==> config.mk <==
export PLATFORM = sky130hd
export DESIGN_NAME = pipeline_skid_stage_flat
export DESIGN_NICKNAME = d
export VERILOG_FILES = /design/src/rtl/pipeline_skid_stage_pkg.sv /design/src/rtl/pipeline_skid_stage_if.sv /design/src/rtl/pipeline_skid_stage_fifo_core.sv /design/src/rtl/pipeline_skid_stage.sv /design/src/flat_wrapper.sv
export SDC_FILE = /design/constraint.sdc
export NUM_CORES = 1
export LEC_CHECK = 0
export BUFFER_PORTS_ARGS = -buffer_cell sky130_fd_sc_hd__buf_2
export CAP_MARGIN = 10
export CORE_MARGIN = 1
export CORE_UTILIZATION = 30
export DETAILED_ROUTE_END_ITERATION = 12
export PLACE_DENSITY_LB_ADDON = 0.2
export SKIP_CTS_REPAIR_TIMING = 1
export SLEW_MARGIN = 40
export SYNTH_ARGS = -nofsm -noshare
export SYNTH_HDL_FRONTEND = slang
export SYNTH_SLANG_ARGS = --single-unit
export TNS_END_PERCENT = 50
==> constraint.sdc <==
create_clock -name clk -period 6.5 [get_ports clk]
set_input_delay 0.65 -clock clk [delete_from_list [all_inputs] [get_ports clk]]
set_output_delay 0.65 -clock clk [all_outputs]
set_load 0.05 [all_outputs]
==> src/rtl/pipeline_skid_stage_pkg.sv <==
// Shared definitions for the ARM32 inter-stage pipeline buffer.
// - NOP_INSTR     : ARM "NOP" (MOV-hint encoding, cond=AL). It is placed in
//                   slots that are empty or whose instruction was killed.
// - epoch_t       : branch epoch tag type at the default tag width.
// - stage_entry_t : one buffered slot {instr, side, epoch} at the default
//                   widths. It is also the default entry type of the FIFO core.
package pipeline_pkg;

  localparam int unsigned DEF_INSTR_W = 32;
  localparam int unsigned DEF_SIDE_W  = 32;
  localparam int unsigned DEF_EPOCH_W = 1;

  localparam logic [DEF_INSTR_W-1:0] NOP_INSTR = 32'hE320_F000;

  typedef logic [DEF_EPOCH_W-1:0] epoch_t;

  typedef struct packed {
    logic [DEF_INSTR_W-1:0] instr;
    logic [DEF_SIDE_W-1:0]  side;
    epoch_t                 epoch;
  } stage_entry_t;

endpackage

==> src/rtl/pipeline_skid_stage_if.sv <==
// Handshake bundle for pipeline_skid_stage.
// - Upstream side   : in_valid/in_ready with in_instr, in_side and in_epoch.
// - Downstream side : out_valid/out_ready with out_instr, out_side and out_killed.
// - Control         : cur_epoch (the reference epoch) and flush.
// - Status          : squash_cnt.
// The slave modport is the stage's view of the bundle. The master modport
// is the view of the environment that drives the stage.
interface pipeline_skid_stage_if #(
  parameter int unsigned INSTR_W = 32,
  parameter int unsigned SIDE_W  = 32,
  parameter int unsigned EPOCH_W = 1,
  parameter int unsigned CNT_W   = 16
);
  logic               in_valid;
  logic               in_ready;
  logic [INSTR_W-1:0] in_instr;
  logic [SIDE_W-1:0]  in_side;
  logic [EPOCH_W-1:0] in_epoch;
  logic [EPOCH_W-1:0] cur_epoch;
  logic               flush;
  logic               out_valid;
  logic               out_ready;
  logic [INSTR_W-1:0] out_instr;
  logic [SIDE_W-1:0]  out_side;
  logic               out_killed;
  logic [CNT_W-1:0]   squash_cnt;

  modport slave (
    input  in_valid, in_instr, in_side, in_epoch, cur_epoch, flush, out_ready,
    output in_ready, out_valid, out_instr, out_side, out_killed, squash_cnt
  );

  modport master (
    output in_valid, in_instr, in_side, in_epoch, cur_epoch, flush, out_ready,
    input  in_ready, out_valid, out_instr, out_side, out_killed, squash_cnt
  );
endinterface

==> src/rtl/pipeline_skid_stage_fifo_core.sv <==
// Circular buffer of DEPTH entries with registered full/empty flags.
// Ports:
// - clk, rst_n : clock and asynchronous active-low reset
// - push_i     : write request. It is ignored when the buffer is full or
//                when flush_i is high.
// - pop_i      : read request. It is ignored when the buffer is empty or
//                when flush_i is high.
// - flush_i    : clears the occupancy and both pointers at the clock edge
// - wr_data_i  : entry written at the write pointer
// - rd_data_o  : entry at the read pointer. It is meaningful only when
//                empty_o is low.
// - full_o     : occupancy == DEPTH
// - empty_o    : occupancy == 0
module stage_fifo_core
  import pipeline_pkg::*;
#(
  parameter int unsigned DEPTH   = 2,
  parameter type         entry_t = stage_entry_t
) (
  input  logic   clk,
  input  logic   rst_n,
  input  logic   push_i,
  input  logic   pop_i,
  input  logic   flush_i,
  input  entry_t wr_data_i,
  output entry_t rd_data_o,
  output logic   full_o,
  output logic   empty_o
);

  localparam int unsigned PTR_W = (DEPTH > 1) ? $clog2(DEPTH) : 1;
  localparam int unsigned OCC_W = $clog2(DEPTH + 1);

  logic [PTR_W-1:0] wr_ptr_q, wr_ptr_d;
  logic [PTR_W-1:0] rd_ptr_q, rd_ptr_d;
  logic [OCC_W-1:0] occ_q, occ_d;
  entry_t           mem_q [DEPTH];

  logic push_ok;
  logic pop_ok;

  // The buffer wraps at DEPTH, which need not be a power of two.
  function automatic logic [PTR_W-1:0] wrap_inc(input logic [PTR_W-1:0] p);
    return (p == PTR_W'(DEPTH - 1)) ? '0 : p + 1'b1;
  endfunction

  assign full_o    = (occ_q == OCC_W'(DEPTH));
  assign empty_o   = (occ_q == '0);
  assign push_ok   = push_i & ~full_o & ~flush_i;
  assign pop_ok    = pop_i & ~empty_o & ~flush_i;
  assign rd_data_o = mem_q[rd_ptr_q];

  // NOTE: every variable gets a default at the top of the block, so no
  // branch can leave one unassigned and infer a latch.
  always_comb begin
    wr_ptr_d = wr_ptr_q;
    rd_ptr_d = rd_ptr_q;
    occ_d    = occ_q;
    if (flush_i) begin
      wr_ptr_d = '0;
      rd_ptr_d = '0;
      occ_d    = '0;
    end else begin
      if (push_ok) wr_ptr_d = wrap_inc(wr_ptr_q);
      if (pop_ok)  rd_ptr_d = wrap_inc(rd_ptr_q);
      unique case ({push_ok, pop_ok})
        2'b10:   occ_d = occ_q + 1'b1;
        2'b01:   occ_d = occ_q - 1'b1;
        default: occ_d = occ_q;
      endcase
    end
  end

  // NOTE: state registers use non-blocking assignments, so all of them
  // update together at the edge, independent of the order of the statements.
  always_ff @(posedge clk or negedge rst_n) begin
    if (!rst_n) begin
      wr_ptr_q <= '0;
      rd_ptr_q <= '0;
      occ_q    <= '0;
    end else begin
      wr_ptr_q <= wr_ptr_d;
      rd_ptr_q <= rd_ptr_d;
      occ_q    <= occ_d;
    end
  end

  // NOTE: the storage array has no reset. An entry is only read after it is
  // written, and the stage's outputs are gated by the occupancy, so stale
  // contents are never visible.
  always_ff @(posedge clk) begin
    if (push_ok) mem_q[wr_ptr_q] <= wr_data_i;
  end

endmodule

==> src/rtl/pipeline_skid_stage.sv <==
// Elastic inter-stage register for the ARM32 pipeline.
// Ports:
// - clk, rst_n : clock and asynchronous active-low reset
// - bus        : pipeline_skid_stage_if.slave. It carries the in_*/out_*
//                handshakes, cur_epoch, flush and squash_cnt.
// Behaviour:
// - in_ready depends only on the registered occupancy. There is no path
//   from out_ready to in_ready.
// - A head entry fetched under a stale epoch is shown as NOP_INSTR with
//   out_killed set. It must still be popped with out_ready.
// - squash_cnt counts killed pops and saturates at all-ones.
module pipeline_skid_stage
  import pipeline_pkg::*;
#(
  parameter int unsigned        INSTR_W   = 32,
  parameter int unsigned        SIDE_W    = 32,
  parameter int unsigned        EPOCH_W   = 1,
  parameter int unsigned        DEPTH     = 2,
  parameter logic [INSTR_W-1:0] NOP_INSTR = pipeline_pkg::NOP_INSTR,
  parameter int unsigned        CNT_W     = 16
) (
  input logic                 clk,
  input logic                 rst_n,
  pipeline_skid_stage_if.slave bus
);

  if (DEPTH < 1 || DEPTH > 4) begin : g_bad_depth
    $error("pipeline_skid_stage: DEPTH must be in 1..4");
  end

  typedef struct packed {
    logic [INSTR_W-1:0] instr;
    logic [SIDE_W-1:0]  side;
    logic [EPOCH_W-1:0] epoch;
  } entry_t;

  entry_t           wr_entry;
  entry_t           head;
  logic             full;
  logic             empty;
  logic             out_valid;
  logic             killed;
  logic             pop_fire;
  logic [CNT_W-1:0] squash_q, squash_d;

  assign wr_entry = '{instr: bus.in_instr, side: bus.in_side, epoch: bus.in_epoch};

  stage_fifo_core #(
    .DEPTH   (DEPTH),
    .entry_t (entry_t)
  ) u_core (
    .clk       (clk),
    .rst_n     (rst_n),
    .push_i    (bus.in_valid),
    .pop_i     (bus.out_ready),
    .flush_i   (bus.flush),
    .wr_data_i (wr_entry),
    .rd_data_o (head),
    .full_o    (full),
    .empty_o   (empty)
  );

  assign out_valid = ~empty;
  // cur_epoch is compared at the head with no register in between, so a
  // branch redirect kills the head in the same cycle.
  assign killed    = out_valid & (head.epoch != bus.cur_epoch);
  // A flush discards any pop in its cycle, so flushed entries never count.
  assign pop_fire  = out_valid & bus.out_ready & ~bus.flush;

  assign bus.in_ready   = ~full;
  assign bus.out_valid  = out_valid;
  assign bus.out_killed = killed;
  assign bus.out_instr  = (out_valid && !killed) ? head.instr : NOP_INSTR;
  assign bus.out_side   = out_valid ? head.side : '0;
  assign bus.squash_cnt = squash_q;

  always_comb begin
    squash_d = squash_q;
    if (pop_fire && killed && (squash_q != '1)) squash_d = squash_q + 1'b1;
  end

  always_ff @(posedge clk or negedge rst_n) begin
    if (!rst_n) squash_q <= '0;
    else        squash_q <= squash_d;
  end

endmodule

==> src/flat_wrapper.sv <==
// flat-port wrapper written by rule: the top's interface ports become plain ports
module pipeline_skid_stage_flat import pipeline_pkg::*;
#(
  parameter int unsigned        INSTR_W   = 32,
  parameter int unsigned        SIDE_W    = 32,
  parameter int unsigned        EPOCH_W   = 1,
  parameter int unsigned        DEPTH     = 2,
  parameter logic [INSTR_W-1:0] NOP_INSTR = pipeline_pkg::NOP_INSTR,
  parameter int unsigned        CNT_W     = 16
)
  (clk, rst_n, bus_in_valid, bus_in_instr, bus_in_side, bus_in_epoch, bus_cur_epoch, bus_flush, bus_out_ready, bus_in_ready, bus_out_valid, bus_out_instr, bus_out_side, bus_out_killed, bus_squash_cnt);
  pipeline_skid_stage_if #(.INSTR_W(INSTR_W), .SIDE_W(SIDE_W), .EPOCH_W(EPOCH_W), .CNT_W(CNT_W)) bus_i ();
  input logic clk;
  input logic rst_n;
  input wire logic [$bits(bus_i.in_valid)-1:0] bus_in_valid;
  input wire logic [$bits(bus_i.in_instr)-1:0] bus_in_instr;
  input wire logic [$bits(bus_i.in_side)-1:0] bus_in_side;
  input wire logic [$bits(bus_i.in_epoch)-1:0] bus_in_epoch;
  input wire logic [$bits(bus_i.cur_epoch)-1:0] bus_cur_epoch;
  input wire logic [$bits(bus_i.flush)-1:0] bus_flush;
  input wire logic [$bits(bus_i.out_ready)-1:0] bus_out_ready;
  output wire logic [$bits(bus_i.in_ready)-1:0] bus_in_ready;
  output wire logic [$bits(bus_i.out_valid)-1:0] bus_out_valid;
  output wire logic [$bits(bus_i.out_instr)-1:0] bus_out_instr;
  output wire logic [$bits(bus_i.out_side)-1:0] bus_out_side;
  output wire logic [$bits(bus_i.out_killed)-1:0] bus_out_killed;
  output wire logic [$bits(bus_i.squash_cnt)-1:0] bus_squash_cnt;
  assign bus_i.in_valid = bus_in_valid;
  assign bus_i.in_instr = bus_in_instr;
  assign bus_i.in_side = bus_in_side;
  assign bus_i.in_epoch = bus_in_epoch;
  assign bus_i.cur_epoch = bus_cur_epoch;
  assign bus_i.flush = bus_flush;
  assign bus_i.out_ready = bus_out_ready;
  assign bus_in_ready = bus_i.in_ready;
  assign bus_out_valid = bus_i.out_valid;
  assign bus_out_instr = bus_i.out_instr;
  assign bus_out_side = bus_i.out_side;
  assign bus_out_killed = bus_i.out_killed;
  assign bus_squash_cnt = bus_i.squash_cnt;
  pipeline_skid_stage #(.INSTR_W(INSTR_W), .SIDE_W(SIDE_W), .EPOCH_W(EPOCH_W), .DEPTH(DEPTH), .NOP_INSTR(NOP_INSTR), .CNT_W(CNT_W)) u_core (.clk(clk), .rst_n(rst_n), .bus(bus_i));
endmodule
==> results of run 1 <==
[critical path, stage by stage (launching register included)]
cell                      delay (ns)
sky130_fd_sc_hd__dfrtp_4        0.67
sky130_fd_sc_hd__mux2i_4        0.38
sky130_fd_sc_hd__xor2_1         0.28
sky130_fd_sc_hd__nand2_1        0.49
sky130_fd_sc_hd__nor2_1         0.28
sky130_fd_sc_hd__buf_2          0.29
[registers in the layout, indices dropped and copies added, names as in the netlist]
register,count
u_core.u_core.wr_ptr_q,1
u_core.bus.squash_cnt,16
u_core.u_core.rd_ptr_q,1
u_core.u_core.occ_q,2
u_core.u_core.mem_q,130
[report_power, final]
| group | internal [mW] | switching (mW) | leakage, nW |
|---|---|---|---|
| Sequential | 1.10 | 0.0302 | 1.46 |
| Combinational | 0.0990 | 0.253 | 1.21 |
| Clock | 0.678 | 0.371 | 0.312 |
[logic make-up (layout without fill, tap and decap cells)]
group / count (synthesis) / count (layout) / share of synthesized area [%]
adders and majority gates: 1 / 1 / 0.210
other: 0 / 1 / 0
xor gates and xnor gates: 16 / 16 / 2.66
DFF: 150 / 150 / 73.9
muxes: 70 / 70 / 12.1
AOI/OAI and AO/OA: 4 / 4 / 0.399
buffers and inverters: 18 / 195 / 1.38
and+or+nand+nor: 119 / 119 / 9.38
[final timing paths]
check	startpoint	to
setup / recovery	u_core.u_core.rd_ptr_q$_DFFE_PN0P_	bus_out_instr[28]
hold / removal	rst_n	u_core.bus.squash_cnt[7]$_DFFE_PN0P_
setup reg to reg	u_core.u_core.rd_ptr_q$_DFFE_PN0P_	u_core.bus.squash_cnt[15]$_DFFE_PN0P_
hold reg to reg	u_core.bus.squash_cnt[11]$_DFFE_PN0P_	u_core.bus.squash_cnt[11]$_DFFE_PN0P_
max in group asynchronous	rst_n	u_core.u_core.rd_ptr_q$_DFFE_PN0P_
min in group clk	bus_in_side[2]	u_core.u_core.mem_q[0][3]$_DFFE_PP_
[layout make-up]
class                           count  share of cell area, %
Antenna cell                        1                 0.0325
Clock buffer                       18                   5.57
Clock inverter                     14                   2.65
Inverter                            4                  0.195
Multi-Input combinational cell    210                   19.4
Sequential cell                   150                   57.2
Tap cell                          265                   4.30
Timing Repair Buffer              159                   10.7
[cell usage in the layout, fill, tap and decap left out, types with 2 or more instances in the layout]
| cell type | Yosys | layout |
|---|---|---|
| sky130_fd_sc_hd__clkbuf_16 | 0 | 17 |
| sky130_fd_sc_hd__clkinv_2 | 0 | 5 |
| sky130_fd_sc_hd__nor3_1 | 6 | 5 |
| sky130_fd_sc_hd__nor2_1 | 68 | 67 |
| sky130_fd_sc_hd__bufinv_16 | 0 | 5 |
| sky130_fd_sc_hd__buf_4 | 2 | 4 |
| sky130_fd_sc_hd__xnor2_1 | 6 | 6 |
| sky130_fd_sc_hd__inv_1 | 4 | 4 |
| sky130_fd_sc_hd__inv_6 | 0 | 2 |
| sky130_fd_sc_hd__mux2i_1 | 65 | 65 |
| sky130_fd_sc_hd__nand2_1 | 17 | 17 |
| sky130_fd_sc_hd__nand2b_1 | 3 | 3 |
| sky130_fd_sc_hd__dfrtp_1 | 20 | 19 |
| sky130_fd_sc_hd__buf_2 | 6 | 153 |
| sky130_fd_sc_hd__nand4_1 | 3 | 3 |
| sky130_fd_sc_hd__xor2_1 | 9 | 9 |
| sky130_fd_sc_hd__nand3_2 | 2 | 2 |
| sky130_fd_sc_hd__edfxtp_1 | 130 | 130 |
| sky130_fd_sc_hd__mux2_2 | 2 | 2 |
| sky130_fd_sc_hd__nand3_1 | 10 | 10 |
[metrics by stage]
stage | instance area (µm²) | total power [mW] | std cells
3_5_place_dp | 7070 | 1.51 | 788
4_1_cts | 7700 | 2.57 | 820
6_report | 7710 | 2.53 | 821
2_1_floorplan | 5960 | 1.40 | 378
5_1_grt | 7700 | 2.63 | 820
3_3_place_gp | 7050 | 1.50 | 787
[layer usage]
layer | vias to the layer above | wire, µm
li1 | 1724 | -
met2 | 101 | 6320
met4 | 0 | 175
met5 | - | 0
met1 | 1751 | 5030
met3 | 14 | 762
==> results.rst, run 1 <==
.. list-table::
   :header-rows: 1

   * - Metric
     - Value
   * - Run status
     - finished, final reports clean
   * - Tot GR Track Use
     - 12.5%
   * - Height of the die
     - 143 µm
   * - Biggest area consumer among synthesized cells
     - sky130_fd_sc_hd__edfxtp_1
   * - Routability-driven placement congestion ratio
     - 0.798
   * - Synthesized area per cell
     - 15.8 µm²
   * - Clock Skew
     - 0.00634 ns
   * - Clock transition at the register clock pins on the worst setup and hold paths after CTS
     - 0.06 ns
   * - Die span in x
     - 143 µm
   * - LEAKAGE
     - 2.98 nW
   * - Transition at the pin with the smallest max-transition slack
     - 0.719 ns
   * - Vias in the first global route
     - 3577
   * - Critical path class
     - flip-flop to output port
   * - Core region area
     - 19500 µm²
   * - Count leader, synth
     - sky130_fd_sc_hd__edfxtp_1
   * - Maximum number of pins on one net before global-route repair
     - 48
   * - Insertion delay of the later-clocked pin in the worst-skew pair
     - 0.41 ns
   * - Effective utilization at floorplan
     - 30.6%
   * - CTS Buf Count
     - 17
   * - Hold WC Path Type
     - input pin to asynchronous set/reset pin
   * - Number of iterations in the first detailed-routing pass
     - 5
   * - GRT met1 Usage
     - 13.9%
   * - Sum of overflow across all layers after global routing
     - 0
   * - Crit-path max FO
     - 22
   * - RSZ-0062 raised after global routing
     - no
   * - Fraction of post-synthesis cell area in the top cell type by area
     - 65.5%
   * - Total routed wirelength
     - 12300 µm
   * - Largest buffer count on any clock path
     - 2
   * - Wire length of the first global-routing pass
     - 18700 µm
   * - Syn Nets
     - 450
   * - Area occupied by multi-input gates
     - 1490 µm²
   * - Endpoints failing hold
     - 0
   * - Element type at the critical path end
     - output port
   * - Per-cell routed wire length
     - 15.0 µm
   * - Place WS
     - 3.42 ns
   * - Worst hold-check slack
     - 0.187 ns
   * - I/O pin count
     - 154
   * - Syn. warnings
     - 0
   * - Required time at the endpoint of the critical path
     - 5.85 ns
   * - Main area contributors after synthesis
     - sky130_fd_sc_hd__edfxtp_1, sky130_fd_sc_hd__mux2i_1, sky130_fd_sc_hd__dfrtp_1
   * - Dominant synthesized flop cell
     - sky130_fd_sc_hd__edfxtp_1
   * - Fin. max-slew vios
     - 0
   * - Total vias in the final route
     - 3590
   * - Post-synthesis cell count
     - 378
   * - Number of nets in the finished design
     - 614
   * - Worst Setup Start Kind
     - flip-flop
   * - Row cnt
     - 51
   * - Register cell area after layout
     - 4410 µm²
   * - Busiest metal layer after global routing
     - met2
   * - Worst r2r path cells
     - 5
   * - Minimum period implied by the final worst setup slack
     - 3.46 ns
   * - # clock sinks
     - 150
   * - WP data arrival
     - 2.81 ns
   * - Distinct cells, synth
     - 36
   * - Setup slack after layout
     - 3.04 ns
   * - Power density normalized to cell area
     - 328 nW/µm²
   * - Antenna violations before repair
     - 1
   * - Met3 global-route usage
     - 4.53%
   * - Top cells by count, synth
     - sky130_fd_sc_hd__edfxtp_1, sky130_fd_sc_hd__nor2_1, sky130_fd_sc_hd__mux2i_1
   * - Fill count
     - 1827
   * - Fin util
     - 39.6%
   * - Worst slew slack as a fraction of its limit
     - 52.0%
   * - Fraction of final layout cells sized beyond drive strength 1
     - 36.9%
   * - # Max-Cap Violations
     - 0
   * - Count of flip-flops with a built-in enable after synthesis
     - 130
   * - Number of remaining DRC errors
     - 0
   * - Final critical-path share of the clock period
     - 53.2%
   * - Input/output buffers
     - 153
   * - GR met2 Demand/Resource
     - 21.3%
   * - VDD IR max
     - 0.000172 V
   * - TritonCTS clock tree
     - built
   * - Post-DRT Antenna Nets
     - 0
   * - Detailed-placement wirelength estimate
     - 8150 µm
   * - Highest achievable clock rate
     - 289 MHz
   * - H-tree levels
     - 4
   * - Clock root cell
     - sky130_fd_sc_hd__clkbuf_16
   * - Proportion of synthesized flip-flops having asynchronous set or reset
     - 13.3%
   * - Total negative setup slack
     - 0 ns
   * - Iter 0 DRT Violations
     - 162
   * - Seq cells post-synth
     - 150
   * - Netlist Area Pre-Place
     - 5960 µm²
   * - Area growth from synthesis to layout
     - 29.2%
   * - Number of vias per cell after detailed routing
     - 4.37
   * - Area of the die
     - 20400 µm²
   * - Sequential share of the synthesized area
     - 73.9%
   * - Register-to-register setup slack
     - 4.48 ns
   * - Finish-stage setup viols
     - 0
(Power assumes the default switching activity.)
==> run 2, diff against run 1 <==
==> constraint.sdc (replaced) <==
create_clock -name clk -period 3.4 [get_ports clk]
set_input_delay 0.34 -clock clk [delete_from_list [all_inputs] [get_ports clk]]
set_output_delay 0.34 -clock clk [all_outputs]
set_load 0.05 [all_outputs]
==> run 2 against run 1 <==
  * Die area unchanged
  * Via count fell by 1.9%
  * Sequential power grew 90%
  * Critical path depth unchanged
  * Worst setup slack worse by 2.6 ns
  * Power up 83%
  * Register-to-register slack lost 3.0 ns
  * Global-route usage down 0.052 points
  * Non-clock buffer count is 1 higher
  * Combinational power rose by 95%
  * Utilization decreased by 0.18 points
  * Critical path type unchanged
  * Critical endpoint is now bus_out_instr[5]
==> results.rst, run 2 (synthesized netlist as in run 1, its figures left out) <==
.. list-table::
   :header-rows: 1

   * - Metric
     - Value
   * - Cells traversed along the worst timing path
     - buf_4 -> buf_4 -> mux2i_1 -> nor2_1 -> buf_2
   * - Clock root cell
     - sky130_fd_sc_hd__clkbuf_16
   * - Worst r2r path cells
     - 5 (unchanged)
   * - Number of flip-flops under the largest register name
     - 130 (unchanged)
   * - Area of the die
     - 20400 µm² (unchanged)
   * - Detailed-placement wirelength estimate
     - 8020 µm (-1.5%)
   * - Total routed wirelength
     - 12200 µm (-0.34%)
   * - Core region area
     - 19500 µm² (unchanged)
   * - Required time at the endpoint of the critical path
     - 3.06 ns (-2.79 ns)
   * - Setup slack after layout
     - 0.489 ns (-2.55 ns)
   * - Total cell area at the placement stage
     - 7080 µm² (+0.19%)
   * - Die span in x
     - 143 µm (unchanged)
   * - Worst slew slack as a fraction of its limit
     - 52.3% (+0.34 points)
   * - Height of the die
     - 143 µm (unchanged)
   * - WP data arrival
     - 2.57 ns (-0.24 ns)
   * - Transition at the pin with the smallest max-transition slack
     - 0.716 ns (-0.00335 ns)
   * - Total vias in the final route
     - 3520 (-1.9%)
   * - Most common cell after layout, fill and taps aside
     - sky130_fd_sc_hd__buf_2
   * - RSZ-0062 raised after global routing
     - no
   * - Register ranked first by flip-flop count
     - u_core.u_core.mem_q
   * - Maximum number of pins on one net before global-route repair
     - 66 (+38%)
   * - Part of the total power dissipated in the clock network
     - 38.6% (-2.9 points)
   * - Endpoints failing hold
     - 0 (unchanged)
   * - Largest buffer count on any clock path
     - 2 (unchanged)
   * - Finish-stage setup viols
     - 0 (unchanged)
   * - Per-cell routed wire length
     - 14.9 µm (-0.70%)
   * - Clock transition at the register clock pins on the worst setup and hold paths after CTS
     - 0.07 ns (about the same)
   * - Input/output buffers
     - 153 (unchanged)
   * - CTS Buf Count
     - 17 (unchanged)
   * - Hold WC Path Type
     - input pin to flip-flop
   * - Fin. max-slew vios
     - 0 (unchanged)
   * - Power density normalized to cell area
     - 602 nW/µm² (+83%)
   * - Combinational share of power
     - 14.9% (+1.0 points)
   * - Number of vias per cell after detailed routing
     - 4.27 (-2.3%)
   * - Final critical-path share of the clock period
     - 85.6%
   * - Insertion delay of the later-clocked pin in the worst-skew pair
     - 0.41 ns (about the same)
   * - Number of iterations in the first detailed-routing pass
     - 4 (-1)
   * - # Max-Cap Violations
     - 0 (unchanged)
   * - Sw frac
     - 28.2% (+2.4 points)
   * - Clock Skew
     - 0.00715 ns (+0.000806 ns)
   * - Tot GR Track Use
     - 12.4% (-0.052 points)
   * - Worst Setup Start Kind
     - flip-flop
   * - Number of standard cells in the final layout excluding fillers
     - 824 (+0.37%)
   * - Slowest cell on the critical path
     - sky130_fd_sc_hd__buf_4
   * - Element type at the critical path end
     - output port
   * - Number of nets in the finished design
     - 615 (+0.16%)
   * - Area growth from synthesis to layout
     - 28.6%
   * - Worst hold stages
     - 1
   * - Worst hold-check slack
     - 0.113 ns (-0.0736 ns)
   * - Wire length of the first global-routing pass
     - 18700 µm (about the same)
   * - TritonCTS clock tree
     - built
   * - Iter 0 DRT Violations
     - 121 (-25%)
   * - Critical path's most frequent cell
     - sky130_fd_sc_hd__buf_4
   * - Sum of overflow across all layers after global routing
     - 0 (unchanged)
   * - # clock sinks
     - 150 (unchanged)
   * - Highest achievable clock rate
     - 344 MHz
   * - Int Pwr
     - 3.32 mW (+77%)
   * - Fill count
     - 1862 (+1.9%)
   * - Antenna violations before repair
     - 5 (+4)
   * - LEAKAGE
     - 2.96 nW (-0.70%)
   * - Final design instance area without fill
     - 7670 µm² (-0.45%)
   * - VDD IR max
     - 0.000320 V (+86%)
   * - Run status
     - finished, final reports clean
   * - Critical path class
     - flip-flop to output port
   * - Fraction of final layout cells sized beyond drive strength 1
     - 37.4% (+0.47 points)
   * - Vias in the first global route
     - 3590 (+0.36%)
   * - Row cnt
     - 51 (unchanged)
   * - Crit-path max FO
     - 40 (+82%)
   * - Post-DRT Antenna Nets
     - 0 (unchanged)
   * - Most frequent cells in the layout
     - sky130_fd_sc_hd__buf_2, sky130_fd_sc_hd__edfxtp_1, sky130_fd_sc_hd__nor2_1
   * - I/O pin count
     - 154 (unchanged)
   * - Place WS
     - 0.807 ns (-2.61 ns)
   * - Routability-driven placement congestion ratio
     - 0.802 (+0.48%)
   * - Number of remaining DRC errors
     - 0 (unchanged)
   * - Maximum single-stage delay on the critical path
     - 0.59 ns (-0.08 ns)
   * - Psw
     - 1.30 mW (+99%)
   * - Effective utilization at floorplan
     - 30.6% (unchanged)
   * - H-tree levels
     - 4 (unchanged)
   * - Placed instance count
     - 788 (unchanged)
   * - Share of power burned in registers
     - 46.5% (+1.9 points)
   * - Minimum period implied by the final worst setup slack
     - 2.91 ns
[run 2: cell types whose count changed in the layout (fill, tap and decap cells not counted), sizes merged]
cell / delta
inv: +5
bufinv: -4
diode: +2
dlygate4sd3: +1
clkbuf: -1
[run 2: layout make-up]
class / count / area [µm²] / share of cell area [%]
flip-flops and latches: 150 / 4410 / 57.5
diodes: 3 / 7.51 / 0.0979
inverters: 4 / 15.0 / 0.196
clock inverters: 15 / 141 / 1.84
repair buffers: 160 / 833 / 10.9
well taps: 265 / 332 / 4.32
multi-input cells: 210 / 1510 / 19.7
clock buffers: 17 / 425 / 5.55
[run 2: final timing paths]
| path | startpoint | endpoint | slack (ns) |
|---|---|---|---|
| max reg2reg | u_core.bus.squash_cnt[0]$_DFFE_PN0P_ | u_core.bus.squash_cnt[1]$_DFFE_PN0P_ | 1.45 |
| max | u_core.u_core.rd_ptr_q$_DFFE_PN0P_ | bus_out_instr[5] | 0.49 |
| min | bus_in_instr[4] | u_core.u_core.mem_q[1][37]$_DFFE_PP_ | 0.11 |
| min in group asynchronous | rst_n | u_core.bus.squash_cnt[9]$_DFFE_PN0P_ | 0.42 |
| min reg2reg | u_core.bus.squash_cnt[11]$_DFFE_PN0P_ | u_core.bus.squash_cnt[11]$_DFFE_PN0P_ | 0.52 |
| max in group asynchronous | rst_n | u_core.u_core.rd_ptr_q$_DFFE_PN0P_ | 2.61 |
[run 2: power by group through the flow]
stage | clock network [mW] | logic [mW] | registers, mW
after floorplan | 0 | 0.437 | 2.24
after global placement | 0 | 0.693 | 2.18
after detailed placement | 0 | 0.701 | 2.19
after CTS | 1.84 | 0.702 | 2.15
after global routing | 1.92 | 0.739 | 2.16
final | 1.78 | 0.689 | 2.15
[run 2: metal layers]
metal / up-vias / share of wire, % / GRT usage, %
li1: 1718 / - / -
met1: 1685 / 41 / 14.1
met2: 101 / 49 / 20.5
met3: 14 / 8.3 / 5.60
met4: 2 / 1.1 / 4.58
met5: - / 0.11 / 0
[run 2: worst max-delay path, delay by kind of cell, from the launching register on]
family                 cells  cell delay, ns
buffers and inverters      3            1.36
flip-flops                 1            0.43
multiplexers               1            0.30
AND/OR/NAND/NOR            1            0.06
[run 2: per-stage QoR]
stage | utilization (%) | total power [mW] | TNS, ns
after floorplan | - | 2.68 | -48.13
after CTS | 39.3 | 4.69 | 0
after detailed placement | 36.4 | 2.89 | 0
final | 39.4 | 4.62 | 0
after global placement | 36.4 | 2.88 | 0
after global routing | 39.4 | 4.81 | 0
